[src/rtl/uart_tx_feeder.sv]
`default_nettype none
// ============================================================================
// Module  : uart_tx_feeder
// Purpose : FIFO byte buffer that feeds a UART transmitter one byte at a time.
//           After each transmitter done edge it holds a fixed idle gap before
//           presenting the next byte.
// Revision: 1.0 - initial release
// ============================================================================
module uart_tx_feeder #(
  parameter int DEPTH      = 16,
  parameter int GAP_CYCLES = 4
) (
  input  logic                     i_clock,
  input  logic                     i_reset_n,
  input  logic                     i_wr_valid,
  input  logic [7:0]               i_wr_data,
  output logic                     o_wr_ready,
  output logic                     o_tx_enable,
  output logic [7:0]               o_tx_byte,
  input  logic                     i_tx_done,
  output logic [$clog2(DEPTH):0]   o_count,
  output logic                     o_empty,
  output logic                     o_full,
  output logic                     o_busy,
  output logic                     o_overflow
);

  localparam int PW = $clog2(DEPTH);
  localparam int CW = PW + 1;
  localparam int GW = (GAP_CYCLES > 1) ? $clog2(GAP_CYCLES) : 1;
  localparam logic [GW-1:0] C_GAP_LOAD = GW'(GAP_CYCLES - 1);
  localparam logic [CW-1:0] C_DEPTH    = CW'(DEPTH);

  typedef enum logic [1:0] {
    S_IDLE = 2'd0,
    S_SEND = 2'd1,
    S_GAP  = 2'd2
  } state_t;

  state_t          state_q, state_d;
  logic [PW-1:0]   wr_ptr_q, wr_ptr_d;
  logic [PW-1:0]   rd_ptr_q, rd_ptr_d;
  logic [CW-1:0]   count_q, count_d;
  logic            tx_en_q, tx_en_d;
  logic [7:0]      tx_byte_q, tx_byte_d;
  logic [GW-1:0]   gap_q, gap_d;
  logic            done_q;
  logic            ovf_q, ovf_d;
  logic [7:0]      mem_q [DEPTH];

  logic            w_push;
  logic            w_pop;
  logic            w_done_rise;

  assign o_empty     = (count_q == '0);
  assign o_full      = (count_q == C_DEPTH);
  assign o_wr_ready  = ~o_full;
  assign o_count     = count_q;
  assign o_tx_enable = tx_en_q;
  assign o_tx_byte   = tx_byte_q;
  assign o_busy      = (state_q != S_IDLE);
  assign o_overflow  = ovf_q;

  // A done level held high must not retrigger, so only the rising edge counts.
  assign w_done_rise = i_tx_done & ~done_q;
  assign w_push      = i_wr_valid & ~o_full;
  assign w_pop       = (state_q == S_IDLE) & ~o_empty;

  always_comb begin
    state_d   = state_q;
    tx_en_d   = tx_en_q;
    tx_byte_d = tx_byte_q;
    gap_d     = gap_q;
    ovf_d     = ovf_q | (i_wr_valid & o_full);
    wr_ptr_d  = w_push ? wr_ptr_q + PW'(1) : wr_ptr_q;
    rd_ptr_d  = w_pop  ? rd_ptr_q + PW'(1) : rd_ptr_q;

    case ({w_push, w_pop})
      2'b10:   count_d = count_q + CW'(1);
      2'b01:   count_d = count_q - CW'(1);
      default: count_d = count_q;
    endcase

    case (state_q)
      S_IDLE: begin
        if (w_pop) begin
          tx_byte_d = mem_q[rd_ptr_q];
          tx_en_d   = 1'b1;
          state_d   = S_SEND;
        end
      end
      S_SEND: begin
        if (w_done_rise) begin
          tx_en_d = 1'b0;
          gap_d   = C_GAP_LOAD;
          state_d = S_GAP;
        end
      end
      S_GAP: begin
        if (gap_q == '0) begin
          state_d = S_IDLE;
        end else begin
          gap_d = gap_q - GW'(1);
        end
      end
      default: begin
        tx_en_d = 1'b0;
        state_d = S_IDLE;
      end
    endcase
  end

  always_ff @(posedge i_clock or negedge i_reset_n) begin
    if (!i_reset_n) begin
      state_q   <= S_IDLE;
      wr_ptr_q  <= '0;
      rd_ptr_q  <= '0;
      count_q   <= '0;
      tx_en_q   <= 1'b0;
      tx_byte_q <= 8'h00;
      gap_q     <= '0;
      done_q    <= 1'b0;
      ovf_q     <= 1'b0;
    end else begin
      state_q   <= state_d;
      wr_ptr_q  <= wr_ptr_d;
      rd_ptr_q  <= rd_ptr_d;
      count_q   <= count_d;
      tx_en_q   <= tx_en_d;
      tx_byte_q <= tx_byte_d;
      gap_q     <= gap_d;
      done_q    <= i_tx_done;
      ovf_q     <= ovf_d;
    end
  end

  // Storage needs no reset: the pointers and count define what is valid.
  always_ff @(posedge i_clock) begin
    if (w_push) begin
      mem_q[wr_ptr_q] <= i_wr_data;
    end
  end

endmodule
`default_nettype wire

[config.mk]
export PLATFORM = sky130hd
export DESIGN_NAME = uart_tx_feeder
export DESIGN_NICKNAME = d
export VERILOG_FILES = /design/src/rtl/uart_tx_feeder.sv
export SDC_FILE = /design/constraint.sdc
export NUM_CORES = 1
export LEC_CHECK = 0
export BUFFER_PORTS_ARGS = -buffer_cell sky130_fd_sc_hd__buf_2
export CAP_MARGIN = 20
export CORE_UTILIZATION = 40
export DETAILED_ROUTE_END_ITERATION = 10
export PLACE_DENSITY_LB_ADDON = 0.3
export SYNTH_ARGS = -nofsm -noshare
export SYNTH_HDL_FRONTEND = slang
export SYNTH_SLANG_ARGS = --single-unit
[constraint.sdc]
create_clock -name i_clock -period 2.8 [get_ports i_clock]
set_clock_uncertainty 0.05 [all_clocks]
set_input_delay 0.56 -clock i_clock [delete_from_list [all_inputs] [get_ports i_clock]]
set_output_delay 0.56 -clock i_clock [all_outputs]
set_load 0.02 [all_outputs]
# Word level (Yosys, flattened, before mapping)
# Memories as Yosys holds them, arrays and structs flattened. A register that Yosys moved wholly into a read port is not among the register bits.
# Index checks and enable logic that the tools add are counted.
dict set report op_classes {
  addsub 5
  multipliers 0
  n_div 0
  n_lt_le_gt_ge 0
  eq_ne 9
  shift 0
  muxes 13
  n_bitwise 9
  n_reduce_logical 11
}
# cell n
set op_table {}
lappend op_table {{2-bit 2-to-1 mux} 5}
lappend op_table {{5-bit case mux with 2 select lines} 1}
lappend op_table {{3-bit AND reduction} 3}
lappend op_table {{4-bit by 1-bit adder with 4-bit output (second input constant)} 2}
lappend op_table {{2-bit != test (second input constant)} 4}
lappend op_table {{2-bit case mux with 3 select lines} 1}
lappend op_table {{2-bit nonzero test} 3}
lappend op_table {{5-bit by 1-bit adder with 5-bit output (second input constant)} 1}
lappend op_table {{5-bit == test (second input constant)} 1}
lappend op_table {{5-bit zero test} 1}
lappend op_table {{5-bit by 1-bit subtractor with 5-bit output (second input constant)} 1}
lappend op_table {{1-bit bitwise AND} 4}
lappend op_table {{2-bit by 1-bit == test with 1-bit output (second input constant)} 2}
lappend op_table {{2-bit == test (second input constant)} 2}
lappend op_table {{2-bit zero test} 2}
lappend op_table {{1-bit 2-to-1 mux} 4}
lappend op_table {{1-bit NOT} 4}
lappend op_table {{2-bit case mux with 2 select lines} 1}
lappend op_table {{1-bit case mux with 3 select lines} 1}
lappend op_table {{2-bit AND reduction} 1}
lappend op_table {{2-bit by 1-bit subtractor with 2-bit output (second input constant)} 1}
lappend op_table {{1-bit zero test} 1}
lappend op_table {{1-bit bitwise OR} 1}
dict set report totals {
  register_bits 20
  latchBits 0
  ram_bits 128
  mem_bits_ro 0
  output_inout_bits 19
  elab_cells 56
  mem_count 1
}
# memory depth width rd rd_clocked_by_memory_dff write_ports line
set mem_list {}
lappend mem_list {mem_q 16 8 1 1 1 49} ;# logic [7:0] mem_q [DEPTH];

# Longest topological paths before layout
dict set report logic_depth {
  word_depth 5
  ltp_mapped 10
  depth_no_buf 9
}

# Worst setup path before layout
# OpenSTA, ideal clock, no wires.
dict set report synth_path {
  kind {register to register}
  startpoint {register count_q[1] (netlist: o_count[1])}
  endpoint {register count_q[4] (netlist: o_count[4])}
  setup_time_ns 0.080
  arrival_ns 2.605
  required_ns 2.670
  setup_slack_ns 0.065
  path_stages_with_launch 10
  path_buffers 0
  period_less_slack_ns 2.735
  path_cell_list {dfrtp_1 > or4_4 > o21ai_2 > inv_2 > ha_1 > fa_1 > a21o_1 > a21oi_1 > mux2i_1 > xnor2_1}
}
dict set report synth_between {
  elab_chain_cells 5
  word_cells_on_any_way 12
  cone_classes {add/sub (2); eq/ne (3); mux (1); bitwise (4); reduce/logical (2)}
}
# item line
set synth_lines {}
lappend synth_lines {{start, declared} 43} ;# logic [CW-1:0] count_q, count_d;
lappend synth_lines {{start signal, assigned} 128} ;# count_q <= count_d;
lappend synth_lines {{5-bit zero test *} 55} ;# assign o_empty = (count_q == '0);
lappend synth_lines {{1-bit NOT *} 67} ;# assign w_pop = (state_q == S_IDLE) & ~o_empty;
lappend synth_lines {{1-bit bitwise AND *} 67}
lappend synth_lines {{via w_pop} 52} ;# logic w_pop;
lappend synth_lines {{2-bit by 1-bit == test with 1-bit output or 2-bit == test (tied branches)} 78} ;# case ({w_push, w_pop})
lappend synth_lines {{5-bit case mux with 2 select lines or 2-bit nonzero test (tied branches)} -}
# The timed path passes the listed nets; every way through them passes the cells marked *.
# A chain may end at the register's enable or synchronous reset.

# Worst setup path in the final report
# Same ends and word-level chain as after synthesis.

==> flow_metrics.py <==
metrics = {
    "status": {
        "outcome": "finished, final reports clean",
    },
    "synth": {
        "synth.distinct_cells": 36,
        "netlist_area_um2": 6250,
        "synth_edf_count": 128,
        "ys_top_cells_by_count": "edfxtp_1, mux4_2, dfrtp_1",
        "synth_most_common_cell": "edfxtp_1",
        "synth.net_count": 359,
        "syn_inst": 336,
        "synth_area_leaders": "edfxtp_1, mux4_2, dfrtp_1",
        "seq_area_frac_synth_pct": 72.7,
        "synth_warnings": 0,
        "synthArstFlopShare_pct": 17.9,
        "synth.top_cell.area_share_pct": 61.5,
        "ys_seq_elements": 156,
        "synth-main-ff-cell": "edfxtp_1",
        "syn_area_per_cell_um2": 18.6,
        "synth_area_leader_cell": "edfxtp_1",
    },
    "run": {
        "maxCapViolCount": 0,
    },
    "grt": {
        "grt_max_degree": 29,
        "grt_overflow_total": 0,
        "first_global_vias": 3402,
        "grt_pass1_wl_um": 18800,
        "grt_use_total_pct": 16.3,
        "antenna_found_initial": 0,
    },
    "pwr": {
        "powerDensity_nw_per_um2": 1070,
        "switchingPower_w": 0.00251,
        "intPower_w": 0.00531,
        "clkPwrFrac_pct": 29.7,
        "p_sw_share_pct": 32.1,
        "total_leakage_power_nw": 2.62,
        "power_frac_seq_pct": 41.3,
        "peakVddDrop_v": 0.000590,
        "p_comb_share_pct": 29.0,
    },
    "layout": {
        "nFillCells": 1269,
        "final_layout_size_suffix_gt1_share_pct": 30.6,
        "areaGrowthSynthToFinish_pct": 17.0,
        "nets": 409,
        "n_antenna_cell": 0,
        "final_cell_area_um2": 7310,
    },
    "min_path": {
        "min_path_type": "in -> async",
    },
    "die": {
        "die_x_um": 127,
        "ioPinCount": 31,
        "initial_utilization_pct": 41.1,
        "fp.dieArea_um2": 16100,
        "fp.dieH_um": 127,
        "design.core.area_um2": 15200,
        "num_rows": 45,
    },
    "worst_setup_path": {
        "crit_fanout": 6,
        "r2r_setup_slack_ps": 170,
        "cp_slowest_stage_delay_ps": 570,
        "cp.arrival_ps": 2930,
        "crit_chain": "or4_4 > o21ai_4 > inv_2 > ha_2 > fa_1 > a21o_1 > a21oi_2 > mux2i_1 > xnor2_1",
        "required_ps": 3100,
        "worst_path_max_delay_cell": "or4_4",
        "rr_startpoint": "o_count[1]$_DFFE_PN0P_",
        "crit_family": "adder cells",
        "crit_buf_inv": 1,
        "r2r-end": "o_count[4]$_DFFE_PN0P_",
        "critPathLaunchType": "flip-flop",
        "critPathKind": "reg -> reg",
        "reg2reg_depth": 9,
        "end_kind": "flip-flop",
    },
    "routing": {
        "vias": 3072,
        "drc": 0,
        "drt-total-wl_um": 11700,
        "first_iter_violations": 166,
        "wl_per_cell_um": 19.9,
        "antenna_left": 0,
        "first_pass_iters": 4,
        "via_per_inst": 5.23,
    },
    "placed_design": {
        "dp_hpwl_um": 7500,
        "place_congestion": 0.753,
        "portBuffers": 30,
        "place_area_um2": 6700,
    },
    "sta": {
        "tightest_slew_ps": 1030,
        "finalHoldViolCount": 0,
        "slew_violations": 0,
        "fin_crit_ps": 2630,
        "tns_ps": 0,
        "final.period_utilization_pct": 94.0,
        "fmax_mhz": 380,
        "setup_viol": 0,
        "rsz0062_at_grt": "false",
        "max_slew_margin_pct": 31.4,
    },
    "clock_tree": {
        "cts.sinks": 156,
        "cts_tree": "yes",
        "cts_made_buffers": 17,
        "worstSkewPairLatency_ps": 430,
        "htree_num_levels": 4,
        "clk_pin_slew_ps": 70,
        "clk_path_buf_depth": 2,
        "cts_root_buf": "clkbuf_16",
    },
}
==> worst register-to-register path, delay by kind of cell (launching register included) <==
kind,cells,cell delay (ps)
XOR/XNOR,1,130
buffers and inverters,1,90
AO/OA/AOI/OAI,3,490
multiplexers,1,220
flip-flops,1,380
adder cells (fa/ha/maj),2,640
AND/OR/NAND/NOR,1,570
==> state kept, by name, summed over array words and instances (netlist names) <==
register	count
done_q	1
gap_q	2
mem_q	128
o_count	5
o_overflow	1
o_tx_byte	8
o_tx_enable	1
rd_ptr_q	4
state_q	2
wr_ptr_q	4
==> layer usage <==
metal	share of wire [%]	global-route usage (%)	vias up
li1	-	-	1418
met1	44	20.7	1558
met2	50	26.8	77
met3	4.3	3.94	19
met4	1.3	6.86	0
met5	0	0	-
==> metrics by stage <==
step	utilization [%]	worst slack (ps)	power, W	instances	hold slack, ps
after floorplan	-	65.0	0.00485	336	214
after global placement	44.1	134	0.00549	555	384
after detailed placement	44.1	78.1	0.00556	555	401
after CTS	48.0	59.5	0.00789	587	129
after global routing	48.1	1.91	0.00822	587	173
final	48.1	168	0.00782	587	123
==> cells in the final DEF (no fill, tap or decap), types with 16 or more instances in the layout <==
cell	n
mux2i_1	18
buf_4	17
nor2_1	16
mux4_2	32
buf_2	30
edfxtp_1	128
clkbuf_16	17
nand2_1	24
dfrtp_1	27
==> power groups by stage <==
| stage | combinational, W | clock (W) | sequential [W] |
|---|---|---|---|
| finish | 0.00227 | 0.00232 | 0.00323 |
| global route | 0.00247 | 0.00246 | 0.00329 |
| CTS | 0.00229 | 0.00236 | 0.00324 |
| detailed placement | 0.00228 | 0 | 0.00328 |
| global placement | 0.00223 | 0 | 0.00326 |
| floorplan | 0.00163 | 0 | 0.00322 |
==> how the worst max path moves through the flow <==
stage | cells past startpoint | slack (ps) | endpoint | from
after floorplan | 9 | 60 | o_count[4]$_DFFE_PN0P_ | o_count[1]$_DFFE_PN0P_
after detailed placement | 9 | 80 | o_count[4]$_DFFE_PN0P_ | o_count[1]$_DFFE_PN0P_
after global placement | 9 | 130 | o_count[4]$_DFFE_PN0P_ | o_count[1]$_DFFE_PN0P_
after CTS | 9 | 60 | o_count[4]$_DFFE_PN0P_ | o_count[1]$_DFFE_PN0P_
final | 9 | 170 | o_count[4]$_DFFE_PN0P_ | o_count[1]$_DFFE_PN0P_
after global routing | 9 | 2 | o_count[4]$_DFFE_PN0P_ | o_count[1]$_DFFE_PN0P_
==> cell type report <==
type	count	area (um^2)	area share (%)
Sequential cell	156	4550	62.2
Multi-Input combinational cell	154	1600	21.9
Clock buffer	17	425	5.82
Timing Repair Buffer	48	298	4.07
Tap cell	188	235	3.22
Clock inverter	15	175	2.40
Inverter	9	33.8	0.462
==> kinds of logic (layout without fill, tap and decap cells) <==
| kind of cell | Yosys count | count (layout) | synth area share [%] |
|---|---|---|---|
| AND/OR/NAND/NOR | 58 | 58 | 4.22 |
| adder cells (fa/ha/maj) | 11 | 11 | 2.32 |
| buffers and inverters | 26 | 89 | 1.96 |
| multiplexers | 51 | 51 | 14.6 |
| AO/OA/AOI/OAI | 24 | 24 | 2.82 |
| XOR/XNOR | 10 | 10 | 1.40 |
| flip-flops | 156 | 156 | 72.7 |
==> repair_timing <==
item,CTS,global route
hold buffers,0,0
resized for setup,0,3
setup buffers,0,0
setup endpoints to repair,0,1
Note: power is estimated with default switching activity, not from simulation.
